===== src/rtl/pipe_stage_reg_pkg.sv =====
// ---------------------------------------------------------------------------
// pipe_pkg
//   Shared definitions for the handshaked pipeline stage register.
//   - stage_state_e : occupancy state of one stage (EMPTY / BUSY / FULL)
//   - XLEN, REG_IDX_W : default data-word and register-index widths
//   - CTRL_REGWRITE, CTRL_MEMTOREG : conventional positions of control bits
//   - entryWidth() : width of one packed entry {data, rd, ctrl}
// ---------------------------------------------------------------------------
package pipe_pkg;

  localparam int XLEN      = 32;
  localparam int REG_IDX_W = 5;

  localparam int CTRL_REGWRITE = 0;
  localparam int CTRL_MEMTOREG = 1;

  // EMPTY: nothing held, BUSY: main holds an entry, FULL: main and skid held
  typedef enum logic [1:0] {
    EMPTY = 2'd0,
    BUSY  = 2'd1,
    FULL  = 2'd2
  } stage_state_e;

  function automatic int entryWidth(input int numData, input int dataW,
                                    input int rdW, input int ctrlW);
    return numData * dataW + rdW + ctrlW;
  endfunction

endpackage


===== src/rtl/pipe_stage_reg_if.sv =====
// ---------------------------------------------------------------------------
// pipe_stage_reg_if
//   Valid/ready bus carrying one pipeline entry.
//   Signals:
//     valid : producer has an entry on data/rd/ctrl
//     ready : consumer can take the entry this cycle
//     data  : NUM_DATA packed words, word k at [k*DATA_W +: DATA_W]
//     rd    : destination register index
//     ctrl  : control bits
//   Modports:
//     master : producer side (drives valid and payload, receives ready)
//     slave  : consumer side (receives valid and payload, drives ready)
// ---------------------------------------------------------------------------
interface pipe_stage_reg_if #(
  parameter int DATA_W   = 32,
  parameter int NUM_DATA = 2,
  parameter int RD_W     = 5,
  parameter int CTRL_W   = 2
);

  logic                       valid;
  logic                       ready;
  logic [NUM_DATA*DATA_W-1:0] data;
  logic [RD_W-1:0]            rd;
  logic [CTRL_W-1:0]          ctrl;

  modport master (
    output valid,
    output data,
    output rd,
    output ctrl,
    input  ready
  );

  modport slave (
    input  valid,
    input  data,
    input  rd,
    input  ctrl,
    output ready
  );

endinterface


===== src/rtl/pipe_stage_reg_entry_reg.sv =====
// ---------------------------------------------------------------------------
// pipe_entry_reg
//   One storage slot of the pipeline stage: a WIDTH-bit register with a
//   synchronous active-low reset, a synchronous clear and a load enable.
//   Ports:
//     clk   : clock, rising edge
//     rst_n : synchronous reset, active-low, zeroes the slot
//     i_clr : synchronous clear, zeroes the slot
//     i_en  : load i_d into the slot
//     i_d   : next entry value
//     o_q   : stored entry
// ---------------------------------------------------------------------------
module pipe_entry_reg #(
  parameter int WIDTH = 71
) (
  input  logic             clk,
  input  logic             rst_n,
  input  logic             i_clr,
  input  logic             i_en,
  input  logic [WIDTH-1:0] i_d,
  output logic [WIDTH-1:0] o_q
);

  logic [WIDTH-1:0] r_q;

  // Reset beats clear, clear beats load
  always_ff @(posedge clk) begin
    if (!rst_n) begin
      r_q <= '0;
    end else if (i_clr) begin
      r_q <= '0;
    end else if (i_en) begin
      r_q <= i_d;
    end
  end

  assign o_q = r_q;

endmodule


===== src/rtl/pipe_stage_reg.sv =====
// ---------------------------------------------------------------------------
// pipe_stage_reg
//   Parametrised valid/ready pipeline register with a 2-entry skid buffer.
//   The main slot drives the outputs; the skid slot absorbs the one entry
//   that arrives while the downstream stalls, so in_ready can be a pure
//   decode of the registered state and never depends on out_ready.
//   Ordering is strict FIFO; fields are copied bit-exact.
//
//   Ports:
//     clk   : clock, rising edge
//     rst_n : synchronous reset, active-low (beats flush)
//     flush : synchronous squash of both held entries (beats handshake)
//     up    : upstream bus (slave)  - in_valid/in_ready/in_data/in_rd/in_ctrl
//     dn    : downstream bus (master) - out_valid/out_ready/out_data/...
//
//   Build option PIPE_STAGE_NOP_SQUASH_EN:
//     defined   - accepted entries with ctrl[WE_IDX]=0 are consumed but not
//                 stored, payload reads zero while out_valid=0, and flush
//                 zeroes the stored payload.
//     undefined - every entry is stored; payload holds while out_valid=0.
// ---------------------------------------------------------------------------
module pipe_stage_reg
  import pipe_pkg::*;
#(
  parameter int DATA_W   = XLEN,
  parameter int NUM_DATA = 2,
  parameter int RD_W     = REG_IDX_W,
  parameter int CTRL_W   = 2,
  parameter int WE_IDX   = CTRL_REGWRITE
) (
  input  logic            clk,
  input  logic            rst_n,
  input  logic            flush,
  pipe_stage_reg_if.slave  up,
  pipe_stage_reg_if.master dn
);

  localparam int PAY_W   = NUM_DATA * DATA_W;
  localparam int ENTRY_W = entryWidth(NUM_DATA, DATA_W, RD_W, CTRL_W);

  stage_state_e r_state;
  stage_state_e w_nextState;

  logic w_inReady;
  logic w_outValid;
  logic w_inFire;
  logic w_outFire;
  logic w_inStore;
  logic w_clr;

  logic w_mainEn;
  logic w_skidEn;
  logic w_mainFromSkid;

  logic [ENTRY_W-1:0] w_inEntry;
  logic [ENTRY_W-1:0] w_mainD;
  logic [ENTRY_W-1:0] w_mainQ;
  logic [ENTRY_W-1:0] w_skidQ;

  logic [PAY_W-1:0]  w_outData;
  logic [RD_W-1:0]   w_outRd;
  logic [CTRL_W-1:0] w_outCtrl;

  // Handshake flags are pure decodes of the registered state
  assign w_inReady  = (r_state != FULL);
  assign w_outValid = (r_state != EMPTY);

  assign w_inFire  = up.valid & w_inReady;
  assign w_outFire = w_outValid & dn.ready;

`ifdef PIPE_STAGE_NOP_SQUASH_EN
  // Entries that do not write a register are consumed and dropped
  assign w_inStore = w_inFire & up.ctrl[WE_IDX];
  assign w_clr     = flush;
`else
  assign w_inStore = w_inFire;
  assign w_clr     = 1'b0;
`endif

  assign w_inEntry = {up.data, up.rd, up.ctrl};

  // State register: reset beats flush, flush beats handshake
  always_ff @(posedge clk) begin
    if (!rst_n) begin
      r_state <= EMPTY;
    end else if (flush) begin
      r_state <= EMPTY;
    end else begin
      r_state <= w_nextState;
    end
  end

  // Next state and slot load enables
  always_comb begin
    w_nextState    = r_state;
    w_mainEn       = 1'b0;
    w_skidEn       = 1'b0;
    w_mainFromSkid = 1'b0;
    case (r_state)
      EMPTY: begin
        if (w_inStore) begin
          w_mainEn    = 1'b1;
          w_nextState = BUSY;
        end
      end
      BUSY: begin
        if (w_inStore && w_outFire) begin
          w_mainEn = 1'b1;
        end else if (w_inStore) begin
          w_skidEn    = 1'b1;
          w_nextState = FULL;
        end else if (w_outFire) begin
          w_nextState = EMPTY;
        end
      end
      FULL: begin
        if (w_outFire) begin
          w_mainEn       = 1'b1;
          w_mainFromSkid = 1'b1;
          w_nextState    = BUSY;
        end
      end
      default: begin
        w_nextState = EMPTY;
      end
    endcase
  end

  assign w_mainD = w_mainFromSkid ? w_skidQ : w_inEntry;

  // A flushed cycle must not load anything, so the squashed entry never
  // reappears when the payload is not cleared
  pipe_entry_reg #(.WIDTH(ENTRY_W)) u_main (
    .clk   (clk),
    .rst_n (rst_n),
    .i_clr (w_clr),
    .i_en  (w_mainEn & ~flush),
    .i_d   (w_mainD),
    .o_q   (w_mainQ)
  );

  pipe_entry_reg #(.WIDTH(ENTRY_W)) u_skid (
    .clk   (clk),
    .rst_n (rst_n),
    .i_clr (w_clr),
    .i_en  (w_skidEn & ~flush),
    .i_d   (w_inEntry),
    .o_q   (w_skidQ)
  );

  assign w_outData = w_mainQ[ENTRY_W-1 -: PAY_W];
  assign w_outRd   = w_mainQ[RD_W+CTRL_W-1 : CTRL_W];
  assign w_outCtrl = w_mainQ[CTRL_W-1:0];

  assign up.ready = w_inReady;
  assign dn.valid = w_outValid;

`ifdef PIPE_STAGE_NOP_SQUASH_EN
  // Idle cycles present a clean all-zero NOP downstream
  assign dn.data = w_outValid ? w_outData : '0;
  assign dn.rd   = w_outValid ? w_outRd   : '0;
  assign dn.ctrl = w_outValid ? w_outCtrl : '0;
`else
  assign dn.data = w_outData;
  assign dn.rd   = w_outRd;
  assign dn.ctrl = w_outCtrl;
`endif

endmodule


===== src/flat_wrapper.sv =====
// flat-port wrapper written by rule: the top's interface ports become plain ports
module pipe_stage_reg_flat import pipe_pkg::*;
#(
  parameter int DATA_W   = XLEN,
  parameter int NUM_DATA = 2,
  parameter int RD_W     = REG_IDX_W,
  parameter int CTRL_W   = 2,
  parameter int WE_IDX   = CTRL_REGWRITE
)
  (clk, rst_n, flush, up_valid, up_data, up_rd, up_ctrl, up_ready, dn_valid, dn_data, dn_rd, dn_ctrl, dn_ready);
  pipe_stage_reg_if #(.DATA_W(DATA_W), .NUM_DATA(NUM_DATA), .RD_W(RD_W), .CTRL_W(CTRL_W)) up_i ();
  pipe_stage_reg_if #(.DATA_W(DATA_W), .NUM_DATA(NUM_DATA), .RD_W(RD_W), .CTRL_W(CTRL_W)) dn_i ();
  input  logic clk;
  input  logic rst_n;
  input  logic flush;
  input wire logic [$bits(up_i.valid)-1:0] up_valid;
  input wire logic [$bits(up_i.data)-1:0] up_data;
  input wire logic [$bits(up_i.rd)-1:0] up_rd;
  input wire logic [$bits(up_i.ctrl)-1:0] up_ctrl;
  output wire logic [$bits(up_i.ready)-1:0] up_ready;
  output wire logic [$bits(dn_i.valid)-1:0] dn_valid;
  output wire logic [$bits(dn_i.data)-1:0] dn_data;
  output wire logic [$bits(dn_i.rd)-1:0] dn_rd;
  output wire logic [$bits(dn_i.ctrl)-1:0] dn_ctrl;
  input wire logic [$bits(dn_i.ready)-1:0] dn_ready;
  assign up_i.valid = up_valid;
  assign up_i.data = up_data;
  assign up_i.rd = up_rd;
  assign up_i.ctrl = up_ctrl;
  assign up_ready = up_i.ready;
  assign dn_valid = dn_i.valid;
  assign dn_data = dn_i.data;
  assign dn_rd = dn_i.rd;
  assign dn_ctrl = dn_i.ctrl;
  assign dn_i.ready = dn_ready;
  pipe_stage_reg #(.DATA_W(DATA_W), .NUM_DATA(NUM_DATA), .RD_W(RD_W), .CTRL_W(CTRL_W), .WE_IDX(WE_IDX)) u_core (.clk(clk), .rst_n(rst_n), .flush(flush), .up(up_i), .dn(dn_i));
endmodule

===== config.mk =====
export PLATFORM = sky130hd
export DESIGN_NAME = pipe_stage_reg_flat
export DESIGN_NICKNAME = d
export VERILOG_FILES = /design/src/rtl/pipe_stage_reg_pkg.sv /design/src/rtl/pipe_stage_reg_if.sv /design/src/rtl/pipe_stage_reg_entry_reg.sv /design/src/rtl/pipe_stage_reg.sv /design/src/flat_wrapper.sv
export SDC_FILE = /design/constraint.sdc
export NUM_CORES = 1
export LEC_CHECK = 0
export CAP_MARGIN = 20
export CORE_MARGIN = 2
export CORE_UTILIZATION = 45
export DETAILED_ROUTE_END_ITERATION = 16
export GPL_TIMING_DRIVEN = 1
export PLACE_DENSITY_LB_ADDON = 0.3
export SLEW_MARGIN = 20
export SYNTH_ARGS = -nofsm -noshare
export SYNTH_HDL_FRONTEND = slang
export SYNTH_SLANG_ARGS = --single-unit

===== constraint.sdc =====
create_clock -name clk -period 2.2 [get_ports clk]
set_input_delay 0.33 -clock clk [delete_from_list [all_inputs] [get_ports clk]]
set_output_delay 0.33 -clock clk [all_outputs]
set_load 0.03 [all_outputs]

==> metrics.md <==
| Metric | Value |
|---|---|
| Drt pass-1 iters | 4 |
| Cell Int Power | 4950 uW |
| Synth warn | 0 |
| Sequential area share after synthesis | between 40% and 50% |
| Via density | between 6 and 7 |
| Overall Power | 6740 uW |
| Core area | 15100 um^2 |
| Die extent in y | 128 um |
| Antenna violation net count after detailed routing | 0 |
| Root Buffer | clkbuf_16 |
| DR DRC count | 0 |
| Net Switching | 1790 uW |
| Syn_area_per_cell | 10.0 um^2 |
| Power density cells | 725 nW/um^2 |
| Number of buffers created by CTS | 17 |
| I/O pins | 149 |
| Postcts setup bufs | 0 |
| Initial DRC count | 451 |
| Lkg Pwr | 0.00341 uW |
| Crit share post-route | between 90% and 100% |
| Clock latency on the worst-skew pair | 430 ps |
| Final HPWL DP | 12.1 mm |
| Via count | ~6300 |
| Gr busiest metal | met2 |
| Synth-to-layout area growth | 33.4% |
| Final worst setup slack | 108 ps |
| Full die area | approximately 16000 um^2 |
| CTS Buffer Depth | 2 |
| Aggregate global routing overflow | 0 |
| Slowest cell delay on critical path | 710 ps |
| Crit. End Element | primary output |
| PostCTS Resize Cnt | 2 |
| Power share of the clock group | 41.1% |
| Commonest non-fill, non-tap cell in the layout | clkdlybuf4s50_1 |
| Worst-path clk slew | roughly 60 ps |
| Worst Path Arrival | 1760 ps |
| Max-Cap Viols | 0 |
| Initial Util | 46.0% |
| Post-CTS Hold Fix Bufs | 0 |
| RSZ-0062 raised after global routing | no |
| CTS H-tree lvls | 4 |
| Netlist cell types | 25 |
| Fin. max-slew vios | 0 |
| # setup viols final | 0 |
| Mapped Cells | 693 |
| Die width | about 130 um |
| CP startpoint kind | register |
| Worst-margin pin slew | between 600 and 700 ps |
| Setup total negative slack | 0 ps |
| Drt wl/cell | 19.9 um |
| Critical Path RT | between 1500 and 2000 ps |
| CTS Sinks | 144 |
| Worst Skew | 8.53 ps |
| Fin. Hold Viols | 0 |
| Status | complete, no violations |
| Share of cells above drive strength 1 | 17.1% |
| Antenna violations before repair | 1 |
| CTS tree | built |
| Net Count, Synth | 769 |
| Sw frac | 26.6% |
| Synth Register Bits | 144 |
| M3 GR Usage | ~5.1% |
| Crit path cell chain | nand2b_1 > clkdlybuf4s50_1 |
| Gr usage total | 23.4% |
| Fin util | 61.3% |
| Max-slew headroom | 58.8% |
| Most frequent cells in the layout | clkdlybuf4s50_1, dfxtp_1, a21oi_1, mux2i_1, a311oi_1 |
| Cell Area, Synth | 6960 um^2 |
| GRT met2 Usage | 40.1% |
| Logic gate share of total power | 17.5% |
| Buffers on Ports | 148 |
| Critical path class | reg2out |
| Met1 track demand over resource | 27.8% |
| RePlAce Congestion | between 0.7 and 0.8 |
| DRT Wirelength | slightly below 20 mm |
| FMAX | around 480 MHz |
| Vias in the first global route | 6068 |
| Worst Hold Class | reg2reg |
| Site Rows | 45 |
| Fin crit period | 2090 ps |
| Maximum fanout along the worst path | 10 |
| Largest net degree at the start of global routing | 63 |
| Crit path max-delay cell type | clkdlybuf4s50_1 |
| Flop pwr share | 41.4% |
| Place WS | 43.9 ps |
| First-pass GRT wire length | roughly 30 mm |
| Nets | 863 |
| Maximum vdd drop | 0.000478 V |
-- metrics by stage --
step	std cells	area, um^2	hold WS (ps)
6_report	988	9290	477
5_1_grt	988	9290	497
4_1_cts	987	9290	475
3_5_place_dp	956	8730	471
3_3_place_gp	956	8730	464
2_1_floorplan	693	6960	403
-- area by class of cell --
type,instances,area [um^2]
Antenna cell,1,2.50
Clock buffer,24,472
Clock inverter,7,85.1
Fill cell,1208,5860
Inverter,2,20.0
Multi-Input combinational cell,444,3650
Sequential cell,144,2890
Tap cell,188,235
Timing Repair Buffer,178,1940
-- final timing paths --
| check | from | to | slack [ps] | cells after the start |
|---|---|---|---|---|
| worst max-delay path | u_core.r_state[0] | up_ready | 110 | 2 |
| worst min-delay path | u_core.u_skid.o_q[48] | u_core.u_skid.o_q[48] | 480 | 2 |
| worst max register to register | u_core.r_state[0] | u_core.u_main.o_q[15] | 460 | 4 |
| worst min register to register | u_core.u_skid.o_q[48] | u_core.u_skid.o_q[48] | 480 | 2 |
-- metal layers --
layer,up-vias,wire length [um],share of wire [%]
met5,-,0,0
met4,0,603,3.1
met3,41,1190,6.0
met2,221,9750,50
met1,3072,8130,41
li1,2925,-,-
-- synth_stat cells --
library cell,n,area (um^2)
buf_1,14,52.6
nand3b_1,1,7.51
nand2b_1,2,12.5
nand3_1,71,355
nor2b_1,1,6.26
a311oi_1,72,631
mux2i_1,72,721
a211oi_1,1,7.51
a21bo_1,1,10.0
or2_1,1,6.26
nand2_1,3,11.3
buf_4,1,7.51
a311oi_2,70,1050
clkbuf_1,52,195
or3b_1,1,8.76
nand4bb_1,1,11.3
o21ai_1,71,355
dfxtp_1,144,2880
nor4bb_1,2,20.0
a21oi_1,72,360
o21ba_1,1,10.0
inv_2,2,7.51
nor2_1,1,3.75
buf_2,28,140
buf_6,8,90.1
-- power groups by stage --
stage,clock network [uW],registers (uW),logic [uW]
floorplan,0,3000,511
global placement,0,2840,1150
detailed placement,0,2840,1180
CTS,2810,2790,1180
global route,2920,2800,1240
finish,2770,2790,1180
-- sequential cells by signal, indices dropped and copies added, names as in the netlist --
| signal | cells |
|---|---|
| u_core.r_state | 2 |
| u_core.u_main.o_q | 71 |
| u_core.u_skid.o_q | 71 |
-- logic make-up after synthesis --
logic type | share of synthesized area [%]
DFF | 41.4
and+or+nand+nor | 6.36
buffers and inverters | 7.08
muxes | 10.3
AOI/OAI and AO/OA | 34.8
-- critical path, delay by kind of cell (launching register included) --
| family | cells | cell delay [ps] |
|---|---|---|
| buffers and inverters | 1 | 710 |
| and+or+nand+nor | 1 | 170 |
| DFF | 1 | 450 |
Power figures use the tool's default switching activity.
